[src/rtl/fifo_uart_tx.sv]
// fifo_uart_tx: drains a show-ahead byte FIFO onto an asynchronous serial line, LSB first (8-N-1).
// Define TX_PARITY_EN to append an even-parity bit after the data bits (8-E-1).
module fifo_uart_tx #(
  parameter int CLKS_PER_BIT = 868
) (
  input  logic       clk,
  input  logic       reset,
  input  logic [7:0] fifoData,
  input  logic       fifoEmpty,
  output logic       fifoRe,
  output logic       tx,
  output logic       busy,
  output logic       done
);

  localparam logic [15:0] BAUD_LAST = 16'(CLKS_PER_BIT - 1);

  typedef enum logic [2:0] {
    IDLE   = 3'd0,
    START  = 3'd1,
    DATA   = 3'd2,
`ifdef TX_PARITY_EN
    PARITY = 3'd3,
`endif
    STOP   = 3'd4
  } state_t;

  state_t      state, state_nxt;
  logic [15:0] baud_cnt, baud_nxt;
  logic [2:0]  bit_cnt, bit_nxt;
  logic        tx_nxt, busy_nxt, done_nxt, re_nxt;
  logic        load, shift_en, bit_end;
  logic [7:0]  shift_reg;
`ifdef TX_PARITY_EN
  logic        parity;
`endif

  // tx is registered, so each transition presets the level of the bit being entered
  always_comb begin
    state_nxt = state;
    baud_nxt  = baud_cnt;
    bit_nxt   = bit_cnt;
    tx_nxt    = tx;
    busy_nxt  = busy;
    done_nxt  = 1'b0;
    re_nxt    = 1'b0;
    load      = 1'b0;
    shift_en  = 1'b0;
    bit_end   = (baud_cnt == BAUD_LAST);
    if (state != IDLE) begin
      baud_nxt = bit_end ? 16'd0 : baud_cnt + 16'd1;
    end
    case (state)
      IDLE: begin
        tx_nxt   = 1'b1;
        busy_nxt = 1'b0;
        baud_nxt = 16'd0;
        bit_nxt  = 3'd0;
        if (!fifoEmpty) begin
          load      = 1'b1;
          re_nxt    = 1'b1;
          tx_nxt    = 1'b0;
          busy_nxt  = 1'b1;
          state_nxt = START;
        end
      end
      START: begin
        if (bit_end) begin
          state_nxt = DATA;
          bit_nxt   = 3'd0;
          tx_nxt    = shift_reg[0];
        end
      end
      DATA: begin
        if (bit_end) begin
          if (bit_cnt == 3'd7) begin
`ifdef TX_PARITY_EN
            state_nxt = PARITY;
            tx_nxt    = parity;
`else
            state_nxt = STOP;
            tx_nxt    = 1'b1;
`endif
          end else begin
            bit_nxt  = bit_cnt + 3'd1;
            shift_en = 1'b1;
            tx_nxt   = shift_reg[1];
          end
        end
      end
`ifdef TX_PARITY_EN
      PARITY: begin
        if (bit_end) begin
          state_nxt = STOP;
          tx_nxt    = 1'b1;
        end
      end
`endif
      STOP: begin
        if (bit_end) begin
          state_nxt = IDLE;
          tx_nxt    = 1'b1;
          busy_nxt  = 1'b0;
          done_nxt  = 1'b1;
        end
      end
      default: begin
        state_nxt = IDLE;
        tx_nxt    = 1'b1;
        busy_nxt  = 1'b0;
      end
    endcase
  end

  always_ff @(posedge clk) begin
    if (reset) begin
      state    <= IDLE;
      baud_cnt <= 16'd0;
      bit_cnt  <= 3'd0;
      tx       <= 1'b1;
      busy     <= 1'b0;
      done     <= 1'b0;
      fifoRe   <= 1'b0;
    end else begin
      state    <= state_nxt;
      baud_cnt <= baud_nxt;
      bit_cnt  <= bit_nxt;
      tx       <= tx_nxt;
      busy     <= busy_nxt;
      done     <= done_nxt;
      fifoRe   <= re_nxt;
    end
  end

  // Byte datapath: no reset, contents only matter once a frame has been loaded
  always_ff @(posedge clk) begin
    if (load) begin
      shift_reg <= fifoData;
    end else if (shift_en) begin
      shift_reg <= {1'b0, shift_reg[7:1]};
    end
  end

`ifdef TX_PARITY_EN
  always_ff @(posedge clk) begin
    if (load) begin
      parity <= ^fifoData;
    end
  end
`endif

endmodule

[config.mk]
export PLATFORM = sky130hd
export DESIGN_NAME = fifo_uart_tx
export DESIGN_NICKNAME = d
export VERILOG_FILES = /design/src/rtl/fifo_uart_tx.sv
export SDC_FILE = /design/constraint.sdc
export NUM_CORES = 1
export LEC_CHECK = 0
export ABC_AREA = 1
export BUFFER_PORTS_ARGS = -buffer_cell sky130_fd_sc_hd__buf_2
export CAP_MARGIN = 5
export CELL_PAD_IN_SITES_DETAIL_PLACEMENT = 1
export CELL_PAD_IN_SITES_GLOBAL_PLACEMENT = 1
export CORE_MARGIN = 5
export CORE_UTILIZATION = 45
export CTS_BUF_LIST = sky130_fd_sc_hd__clkbuf_2 sky130_fd_sc_hd__clkbuf_4 sky130_fd_sc_hd__clkbuf_8
export DETAILED_ROUTE_END_ITERATION = 12
export PLACE_DENSITY_LB_ADDON = 0.2
export SLEW_MARGIN = 20
export SYNTH_ARGS = -nofsm -noshare
export SYNTH_HDL_FRONTEND = slang
export SYNTH_SLANG_ARGS = --single-unit
export TNS_END_PERCENT = 100
[constraint.sdc]
create_clock -name clk -period 2.35 [get_ports clk]
set_input_delay 0.235 -clock clk [delete_from_list [all_inputs] [get_ports clk]]
set_output_delay 0.235 -clock clk [all_outputs]
set_load 0.01 [all_outputs]
==> results of run 1 <==
power groups by stage:
stage	Combinational [mW]	Sequential (mW)	Clock [mW]
detailed placement	0.772	0.824	0
global placement	0.756	0.819	0
floorplan	0.622	0.816	0
global route	0.883	0.823	0.461
CTS	0.773	0.813	0.432
finish	0.761	0.811	0.420
final timing paths:
path	start	endpoint	cells past startpoint
worst max-delay path	state[1]	shift_reg[7]	5
worst min register to register	baud_cnt[0]	baud_cnt[0]	1
worst max register to register	state[1]	shift_reg[7]	5
worst min-delay path	reset	state[0]	2
cell type report:
cell class,count,area (sq um),area share (%)
multi-input combinational,155,788,41.6
sequential,34,761,40.1
inverter,33,124,6.53
timing repair buffer,15,77.6,4.09
clock buffer,6,76.3,4.02
tap,48,60.1,3.17
clock inverter,2,10.0,0.528
per-layer routing:
layer	share of wire, %	GRT usage (%)	up-vias
met5	0	0	-
met4	0.92	3.76	0
met3	3.6	4.35	4
met2	48	25.6	23
met1	48	21.2	689
li1	-	-	767
critical path, cell delays in order (launching register included):
cell     delay [ns]
dfxtp_1        0.37
nor2_4         0.17
nand2_4        0.10
or2_1          0.42
o21ai_0        0.17
buf_4          0.21
logic make-up (layout without fill, tap and decap cells):
logic type | count (synthesis) | in the layout | share of synthesized area, %
AO/OA/AOI/OAI | 27 | 27 | 8.22
XOR/XNOR | 1 | 1 | 0.514
adder cells (fa/ha/maj) | 3 | 3 | 2.20
buffers and inverters | 36 | 56 | 9.10
flip-flops | 34 | 34 | 44.6
multiplexers | 6 | 6 | 4.63
AND/OR/NAND/NOR | 118 | 118 | 30.7
cells in the final DEF (no fill, tap or decap), types with 2 or more instances in the layout:
cell type	instances
a21oi_1	14
buf_2	14
clkbuf_8	5
clkinv_2	2
dfxtp_1	26
edfxtp_1	8
ha_1	3
inv_1	33
mux2_2	3
mux2_4	3
nand2_1	40
nand3_1	17
nand4_1	5
nor2_1	40
nor3_1	8
o21ai_0	11
stage by stage:
stage	hold slack, ns	cells	util (%)
floorplan	0.304	225	-
global placement	0.431	285	49.5
detailed placement	0.439	285	49.5
CTS	0.187	293	51.8
global route	0.205	293	51.8
finish	0.188	293	51.8
==> metrics.md, run 1 <==
| Metric | Value |
|---|---|
| Gate power share | `38.2%` |
| Cts hold-fix bufs | `0` |
| Post-synth cell types | `27` |
| Die area | `0.00512 sq mm` |
| GPL Wtd Cong | `roughly 0.80` |
| Final HPWL DP | `around 2900 um` |
| First-pass GRT wire length | `6510 um` |
| Nature of the critical path startpoint | `register` |
| Number of flip-flops in the largest register | `16` |
| WL final | `between 3000 and 4000 um` |
| Port buffer count | `14` |
| Max-slew violations | `0` |
| Kind of critical path | `reg2reg` |
| Tot GR Track Use | `between 15 and 20%` |
| Peak Freq | `approximately 0.58 GHz` |
| Switching pwr | `754 uW` |
| Worst-Margin Slew | `about 0.5 ns` |
| Initial DRC count | `94` |
| Outcome | `complete, no violations` |
| Avg Synthesized Cell Area | `~7.6 sq um` |
| Setup WS pre-CTS | `about 0.61 ns` |
| Initial Utilization | `a little under half` |
| Root Buffer | `clkbuf_8` |
| Sink Count | `34` |
| FF-to-FF setup slack | `0.61 ns` |
| Power share of the clock group | `about a fifth` |
| Vias per Instance | `around 5.1` |
| Diode count | `0` |
| Post-CTS setup buffers | `0` |
| # fillers | `487` |
| Fin Clk Skew | `between 0.008 and 0.009 ns` |
| Peak supply drop | `0.496 mV` |
| Max-slew headroom | `~66%` |
| Post-Syn Area | `approximately 0.0017 sq mm` |
| Area growth syn-to-layout | `11.3%` |
| Grt total ovfl | `0` |
| Reg power frac | `about 41%` |
| Post-synth ARST share | `0%` |
| EDFF count, synth | `8` |
| Die W | `between 70 and 80 um` |
| Crit share post-route | `between 70% and 80%` |
| Sw Share | `a little under two fifths` |
| I/O pins | `15` |
| Top post-synthesis cells by count | `nand2_1, nor2_1, inv_1` |
| Internal power | `about 1.2 mW` |
| Ys flop type | `dfxtp_1` |
| Worst-skew pair later-pin latency | `between 0.2 and 0.3 ns` |
| RSZ-0062 raised after global routing | `false` |
| Die Y-Extent | `71.5 um` |
| Worst hold path class | `in2reg` |
| Maxcap violations | `0` |
| Final Power | `roughly 2 mW` |
| Share of layout cells above drive strength 1 | `a little over an eighth` |
| Ys Warns | `0` |
| Final Hold Viols | `0` |
| Yosys reg bits | `34` |
| Share of the synthesized area in the top cell type | `between 30% and 40%` |
| Critical Path AT | `roughly 1.7 ns` |
| Site row count | `22` |
| Cell Pwr Density | `between 1000 and 1500 mW/mm^2` |
| Pleak | `just over 0.8 nW` |
| Initial antenna violation count | `0` |
| Number of CTS-inserted buffers | `5` |
| Post-route ant nets | `0` |
| H-tree depth | `2` |
| Tmin final | `roughly 1.7 ns` |
| Final setup margin | `between 0.6 and 0.7 ns` |
| Critical path required time | `2.34 ns` |
| Core Area | `about 0.0037 sq mm` |
| Clock-pin transition on the worst setup and hold timing paths | `0.07 ns` |
| WL/cell | `about 13 um` |
| Largest net degree at the start of global routing | `14` |
| Total negative setup slack | `0 ns` |
| Ranking of synthesized cells by area | `dfxtp_1, edfxtp_1, nand2_1` |
| Dominant cell type by area after synthesis | `dfxtp_1` |
| Vias | `between 1,000 and 1,500` |
| Register area share after synthesis | `~45%` |
| Critical Path Sink Type | `register` |
| Placement Cell Area | `0.00181 sq mm` |
| CTS tree | `built` |
| Number of global-route vias before repair | `about 1,400` |
| Max Root-Sink Buffers | `2` |
| Final setup fails | `0` |
| Post_cts resized | `0` |
| DRC viols | `0` |
| Drt pass-1 iters | `4` |
| Critical Path Fanout Max | `13` |
| Nets | `258` |
| Syn Inst Count | `roughly 230` |
| Fin area | `~0.0019 sq mm` |
| Syn Nets | `239` |
Power figures use the tool's default switching activity.
==> run 2: changes to the inputs <==
--- a/config.mk
+++ b/config.mk
@@ -5,13 +5,13 @@
 export SDC_FILE = /design/constraint.sdc
 export NUM_CORES = 1
 export LEC_CHECK = 0
-export ABC_AREA = 1
+export ABC_AREA = 0
 export BUFFER_PORTS_ARGS = -buffer_cell sky130_fd_sc_hd__buf_2
 export CAP_MARGIN = 5
 export CELL_PAD_IN_SITES_DETAIL_PLACEMENT = 1
 export CELL_PAD_IN_SITES_GLOBAL_PLACEMENT = 1
 export CORE_MARGIN = 5
-export CORE_UTILIZATION = 45
+export CORE_UTILIZATION = 47
 export CTS_BUF_LIST = sky130_fd_sc_hd__clkbuf_2 sky130_fd_sc_hd__clkbuf_4 sky130_fd_sc_hd__clkbuf_8
 export DETAILED_ROUTE_END_ITERATION = 12
 export PLACE_DENSITY_LB_ADDON = 0.2
==> constraint.sdc (replaced) <==
create_clock -name clk -period 1.73 [get_ports clk]
set_input_delay 0.173 -clock clk [delete_from_list [all_inputs] [get_ports clk]]
set_output_delay 0.173 -clock clk [all_outputs]
set_load 0.01 [all_outputs]
==> metrics.md, run 2 <==
| Metric | Value |
|---|---|
| Post-synth ARST share | `0% (unchanged)` |
| FF-to-FF setup slack | `0.006 ns (-0.61 ns)` |
| Final cell count without fillers | `261 (-11%)` |
| Critical Path AT | `1.95 ns (+0.23 ns)` |
| Critical Path Fanout Max | `6 (-7)` |
| Post-route ant nets | `0 (unchanged)` |
| Vias per Instance | `5.72 (+13%)` |
| Tot GR Track Use | `22.0% (+6.1 points)` |
| First-pass GRT wire length | `7510 um (+15%)` |
| Post-synth cell types | `40 (+48%)` |
| RSZ-0062 raised after global routing | `true` |
| # fillers | `403 (-17%)` |
| Critical Path Sink Type | `register` |
| Metal2 WL | `2470 um (+36%)` |
| Largest net degree at the start of global routing | `17 (+3)` |
| Crit share post-route | `99.7% (+26 points)` |
| Grt total ovfl | `0 (unchanged)` |
| WL/cell | `18.0 um (+38%)` |
| Max-slew headroom | `78.1% (+12 points)` |
| Drt pass-1 iters | `4 (unchanged)` |
| Site row count | `21 (-4.5%)` |
| I/O pins | `15 (unchanged)` |
| Cell Pwr Density | `701 mW/mm^2 (-33%)` |
| Avg Synthesized Cell Area | `9.29 sq um (+23%)` |
| Ranking of synthesized cells by area | `dfxtp_1, edfxtp_1, nor2_1` |
| Hold wc startpoint | `fifoData[0]` |
| Most frequent cell after synthesis | `dfxtp_1` |
| DRC viols | `0 (unchanged)` |
| Critical path required time | `1.96 ns (-0.38 ns)` |
| Initial DRC count | `125 (+33%)` |
| Dominant cell type by area after synthesis | `dfxtp_1` |
| Max Root-Sink Buffers | `2 (unchanged)` |
| Share of the synthesized area in the top cell type | `32.0% (+1.5 points)` |
| Worst-skew pair later-pin latency | `0.35 ns (+0.07 ns)` |
| Final setup margin | `0.00561 ns (-0.609 ns)` |
| Syn Nets | `189 (-21%)` |
| Die Y-Extent | `68.8 um (-3.8%)` |
| Cell total after placement | `249 (-13%)` |
| Port buffer count | `14 (unchanged)` |
| Die area | `0.00473 sq mm (-7.5%)` |
| Worst path slowest cell | `or4b_4` |
| GPL Wtd Cong | `0.825 (+3.7%)` |
| Number of CTS-inserted buffers | `5 (unchanged)` |
| Register area share after synthesis | `46.8% (+2.2 points)` |
| Share of layout cells above drive strength 1 | `34.0% (+20 points)` |
| Outcome | `complete, no violations` |
| Peak supply drop | `0.586 mV (+18%)` |
| Pleak | `0.805 nW (-0.65%)` |
| Most frequent cells in the layout | `buf_4, nor2_1, dfxtp_1` |
| Maxcap violations | `0 (unchanged)` |
| EDFF count, synth | `8 (unchanged)` |
| WL final | `4710 um (+23%)` |
| Critical Path Start | `baud_cnt[2]` |
| Worst hold path class | `in2reg` |
| Area growth syn-to-layout | `28.9%` |
| Final Hold Viols | `0 (unchanged)` |
| Sink Count | `34 (unchanged)` |
| H-tree depth | `2 (unchanged)` |
| Slowest stage delay, CP | `0.56 ns (+0.14 ns)` |
| Top post-synthesis cells by count | `dfxtp_1, nor2_1, nand2_1` |
| Final Power | `1.47 mW (-26%)` |
| Peak Freq | `0.580 GHz (+0.66%)` |
| Yosys reg bits | `34 (unchanged)` |
| Tmin final | `1.72 ns (-0.0113 ns)` |
| R2r startpoint | `baud_cnt[2]` |
| Initial Utilization | `48.7% (+2.2 points)` |
| Min Hold Slack | `0.0942 ns (-0.0936 ns)` |
| Die W | `68.8 um (-3.8%)` |
| Crit-path cells | `nand3_1, or4b_4, buf_4, o31ai_1, a21oi_2` |
| Setup WS pre-CTS | `-0.0511 ns (-0.663 ns)` |
| Syn Inst Count | `175 (-22%)` |
| Root Buffer | `clkbuf_4` |
| Diode count | `0 (unchanged)` |
| Nature of the critical path startpoint | `register` |
| Final setup fails | `0 (unchanged)` |
| Max-slew violations | `0 (unchanged)` |
| Clock-pin transition on the worst setup and hold timing paths | `0.11 ns (+0.04 ns)` |
| Vias | `1,492 (+0.61%)` |
| Number of flip-flops in the largest register | `16 (unchanged)` |
| M1 WL | `1920 um (+4.9%)` |
| Ys flop type | `dfxtp_1` |
| Final HPWL DP | `3130 um (+7.8%)` |
| Initial antenna violation count | `0 (unchanged)` |
| Top Metal Used | `met4` |
| Ys Warns | `0 (unchanged)` |
| Nets | `228 (-12%)` |
| Most common cell after layout, fill and taps aside | `buf_4` |
| Worst-Margin Slew | `0.326 ns (-0.187 ns)` |
| Core Area | `0.00334 sq mm (-8.9%)` |
| Metal3 WL | `224 um (+62%)` |
| Kind of critical path | `reg2reg` |
| Post-Syn Area | `0.00163 sq mm (-4.6%)` |
| CTS tree | `built` |
| Fin Clk Skew | `0.0108 ns (+0.00215 ns)` |
| Number of global-route vias before repair | `1,552 (+8.1%)` |
-- run 2: cell count changes in the layout (fill, tap and decap cells not counted), sizes merged, moves of 6 or more --
cell and change:
nand2 -30, inv -29, buf +27, nor2 -19, nand3 -9, xor2 +7, a21oi -6
-- run 2: final cells by class --
cell class                 instances  area, sq um  area share, %
multi-input combinational        127          882           42.1
timing repair buffer              42          297           14.2
tap                               46         57.6           2.75
sequential                        34          783           37.4
clock buffer                       8         60.1           2.87
inverter                           4         15.0          0.717
-- run 2: timing repair --
item,CTS,global route
hold buffers,0,0
pin swaps,3,5
endpoints found under the setup margin,11,32
cloned,0,0
setup buffers,1,3
endpoints found under the hold margin,0,0
resized for setup,5,25
-- run 2: kinds of logic after synthesis --
family	after synthesis	synth area share (%)
and+or+nand+nor	78	25.9
DFF	34	46.8
AOI/OAI and AO/OA	28	11.0
buffers and inverters	14	3.31
xor gates and xnor gates	11	5.93
muxes	7	4.77
adders and majority gates	3	2.31
-- run 2: report_power, final --
group          internal, mW  total, mW  switching [mW]
clock                 0.209      0.479           0.270
sequential            0.837      0.851          0.0136
combinational        0.0637      0.138          0.0740
-- run 2: stage by stage --
stage                     TNS, ns  cell area [sq um]  util, %
final                           0               2090     62.8
after CTS                       0               1990     59.7
after floorplan                 0               1630        -
after global placement     -0.539               1910     57.1
after detailed placement   -0.503               1910     57.1
after global routing       -0.625               2090     62.8
-- run 2: routing by layer --
metal,vias up,GRT usage (%)
met5,-,0
met4,0,10.5
met3,11,6.97
met2,37,36.2
met1,731,25.8
li1,713,-
-- run 2: final timing paths --
| path | cells after the start | to |
|---|---|---|
| setup / recovery | 5 | baud_cnt[15] |
| hold reg to reg | 2 | bit_cnt[1] |
| hold / removal | 3 | shift_reg[0] |
| setup reg to reg | 5 | baud_cnt[15] |
-- run 2: critical path, delay by kind of cell (launching register included) --
kind	cells	cell delay [ns]
AOI/OAI and AO/OA	2	0.38
DFF	1	0.38
and+or+nand+nor	2	0.67
buffers and inverters	1	0.17
==> run 3: changes to the inputs <==
==> constraint.sdc (replaced) <==
create_clock -name clk -period 1.9 [get_ports clk]
set_input_delay 0.19 -clock clk [delete_from_list [all_inputs] [get_ports clk]]
set_output_delay 0.19 -clock clk [all_outputs]
set_load 0.01 [all_outputs]
==> metrics.md, run 3 (synthesis gave the netlist of run 2 again) <==
| Metric | Value |
|---|---|
| Final Util | `56.5% (-6.3 points)` |
| Post-CTS setup buffers | `0 (-1)` |
| Maxcap violations | `0 (unchanged)` |
| First-pass GRT wire length | `6700 um (-11%)` |
| Most frequent cells in the layout | `dfxtp_1, nor2_1, buf_2` |
| Initial Utilization | `48.7% (unchanged)` |
| Worst path slowest cell | `or4b_4` |
| Critical Path AT | `2.04 ns (+0.09 ns)` |
| Vias | `1,358 (-9.0%)` |
| Fin Clk Skew | `0.00657 ns (-0.00427 ns)` |
| Critical path required time | `2.19 ns (+0.23 ns)` |
| Peak supply drop | `0.471 mV (-20%)` |
| Worst-skew pair later-pin latency | `0.35 ns (about the same)` |
| WL/cell | `15.3 um (-15%)` |
| Final Power | `1.32 mW (-9.8%)` |
| Port buffer count | `14 (unchanged)` |
| Hold wc startpoint | `fifoData[7]` |
| Area growth syn-to-layout | `15.9%` |
| Max-slew violations | `0 (unchanged)` |
| Grt total ovfl | `0 (unchanged)` |
| WL final | `3740 um (-21%)` |
| Final setup fails | `0 (unchanged)` |
| Number of flip-flops in the largest register | `16 (unchanged)` |
| Cell Pwr Density | `703 mW/mm^2 (+0.31%)` |
| Kind of critical path | `reg2reg` |
| Min Hold Slack | `0.115 ns (+0.0204 ns)` |
| RSZ-0062 raised after global routing | `false` |
| Reg2reg path depth | `4 (-1)` |
| Die area | `0.00473 sq mm (unchanged)` |
| Max Root-Sink Buffers | `2 (unchanged)` |
| Initial antenna violation count | `0 (unchanged)` |
| Number of CTS-inserted buffers | `5 (unchanged)` |
| Largest net degree at the start of global routing | `17 (unchanged)` |
| Tmin final | `1.76 ns (+0.0350 ns)` |
| Outcome | `complete, no violations` |
| Final Hold Viols | `0 (unchanged)` |
| Diode count | `0 (unchanged)` |
| Hold Path End | `shift_reg[7]` |
| R2r startpoint | `baud_cnt[5]` |
| FF-to-FF setup slack | `0.14 ns (+0.14 ns)` |
| Setup WS pre-CTS | `-0.00871 ns (+0.0424 ns)` |
| DRC viols | `0 (unchanged)` |
| Critical Path Sink Type | `register` |
| FF-to-FF End | `baud_cnt[13]` |
| Drt pass-1 iters | `4 (unchanged)` |
| Nets | `211 (-7.5%)` |
| Worst hold path class | `in2reg` |
| I/O pins | `15 (unchanged)` |
| H-tree depth | `2 (unchanged)` |
| Final HPWL DP | `2660 um (-15%)` |
| Die Y-Extent | `68.8 um (unchanged)` |
| Root Buffer | `clkbuf_4` |
| Crit-path cells | `nand4_1, or4b_4, or4_1, a21oi_1` |
| Most common cell after layout, fill and taps aside | `dfxtp_1` |
| Site row count | `21 (unchanged)` |
| Die W | `68.8 um (unchanged)` |
| CTS tree | `built` |
| Slowest stage delay, CP | `0.55 ns (about the same)` |
| Post-route ant nets | `0 (unchanged)` |
| Share of layout cells above drive strength 1 | `20.7% (-13 points)` |
| GPL Wtd Cong | `0.768 (-6.9%)` |
| Vias per Instance | `5.57 (-2.6%)` |
| Final setup margin | `0.141 ns (+0.135 ns)` |
| Number of global-route vias before repair | `1,489 (-4.1%)` |
| Cts hold-fix bufs | `0 (unchanged)` |
| Sink Count | `34 (unchanged)` |
| Initial DRC count | `80 (-36%)` |
| Nature of the critical path startpoint | `register` |
| Tot GR Track Use | `19.4% (-2.6 points)` |
| Worst-Margin Slew | `0.400 ns (+0.0742 ns)` |
| Worst path bufs/invs | `0 (-1)` |
| Clock-pin transition on the worst setup and hold timing paths | `0.10 ns (about the same)` |
| Hold depth | `2 (-1)` |
| Peak Freq | `0.568 GHz (-2.0%)` |
| Crit share post-route | `92.6% (-7.1 points)` |
| Cell family with most CP delay | `simple AND/OR/NAND/NOR gates` |
| Max-slew headroom | `73.3% (-4.8 points)` |
| Pleak | `0.709 nW (-12%)` |
| Critical Path Fanout Max | `8 (+2)` |
| Core Area | `0.00334 sq mm (unchanged)` |
==> run 3: repair_timing <==
action | CTS | global route
pin swaps | 0 | 1
gates resized for setup | 1 | 6
setup endpoints to repair | 2 | 25
==> run 3: worst max path at each step <==
stage / cells past startpoint / startpoint / to / slack [ns]
global route: 4 / baud_cnt[10] / shift_reg[4] / 0.02
detailed placement: 4 / baud_cnt[3] / baud_cnt[15] / -0.009
global placement: 4 / baud_cnt[13] / shift_reg[4] / 0.10
finish: 4 / baud_cnt[5] / baud_cnt[13] / 0.14
floorplan: 5 / state[0] / baud_cnt[13] / 0.18
CTS: 4 / baud_cnt[5] / baud_cnt[15] / 0.05
==> run 3: where the power goes <==
group	internal [mW]	switching, mW
Combinational	0.0480	0.0573
Clock	0.193	0.250
Sequential	0.767	0.00916
Total	1.01	0.316
==> run 3: through the flow <==
step,cells,cell area (sq um),setup TNS [ns]
3_3_place_gp,236,1800,0
5_1_grt,244,1880,0
2_1_floorplan,175,1630,0
4_1_cts,244,1860,0
3_5_place_dp,236,1800,-0.0166
6_report,244,1880,0
==> run 3: area by class of cell <==
cell class / count / area (sq um)
timing repair buffer: 25 / 153
sequential: 34 / 762
clock buffer: 7 / 58.8
inverter: 4 / 15.0
multi-input combinational: 127 / 833
fill: 404 / 1450
tap: 46 / 57.6
clock inverter: 1 / 5.00
==> run 3: metal layers <==
layer / GRT usage [%] / wire, um
met5: 0 / 0
met4: 8.76 / 78
met3: 6.00 / 139
met2: 31.7 / 1760
met1: 23.4 / 1760
==> run 3: worst reg2reg max path, stage by stage, from the launching register on <==
cell and delay (ns):
dfxtp_1 0.43, nand4_1 0.15, or4b_4 0.55, or4_1 0.42, a21oi_1 0.15
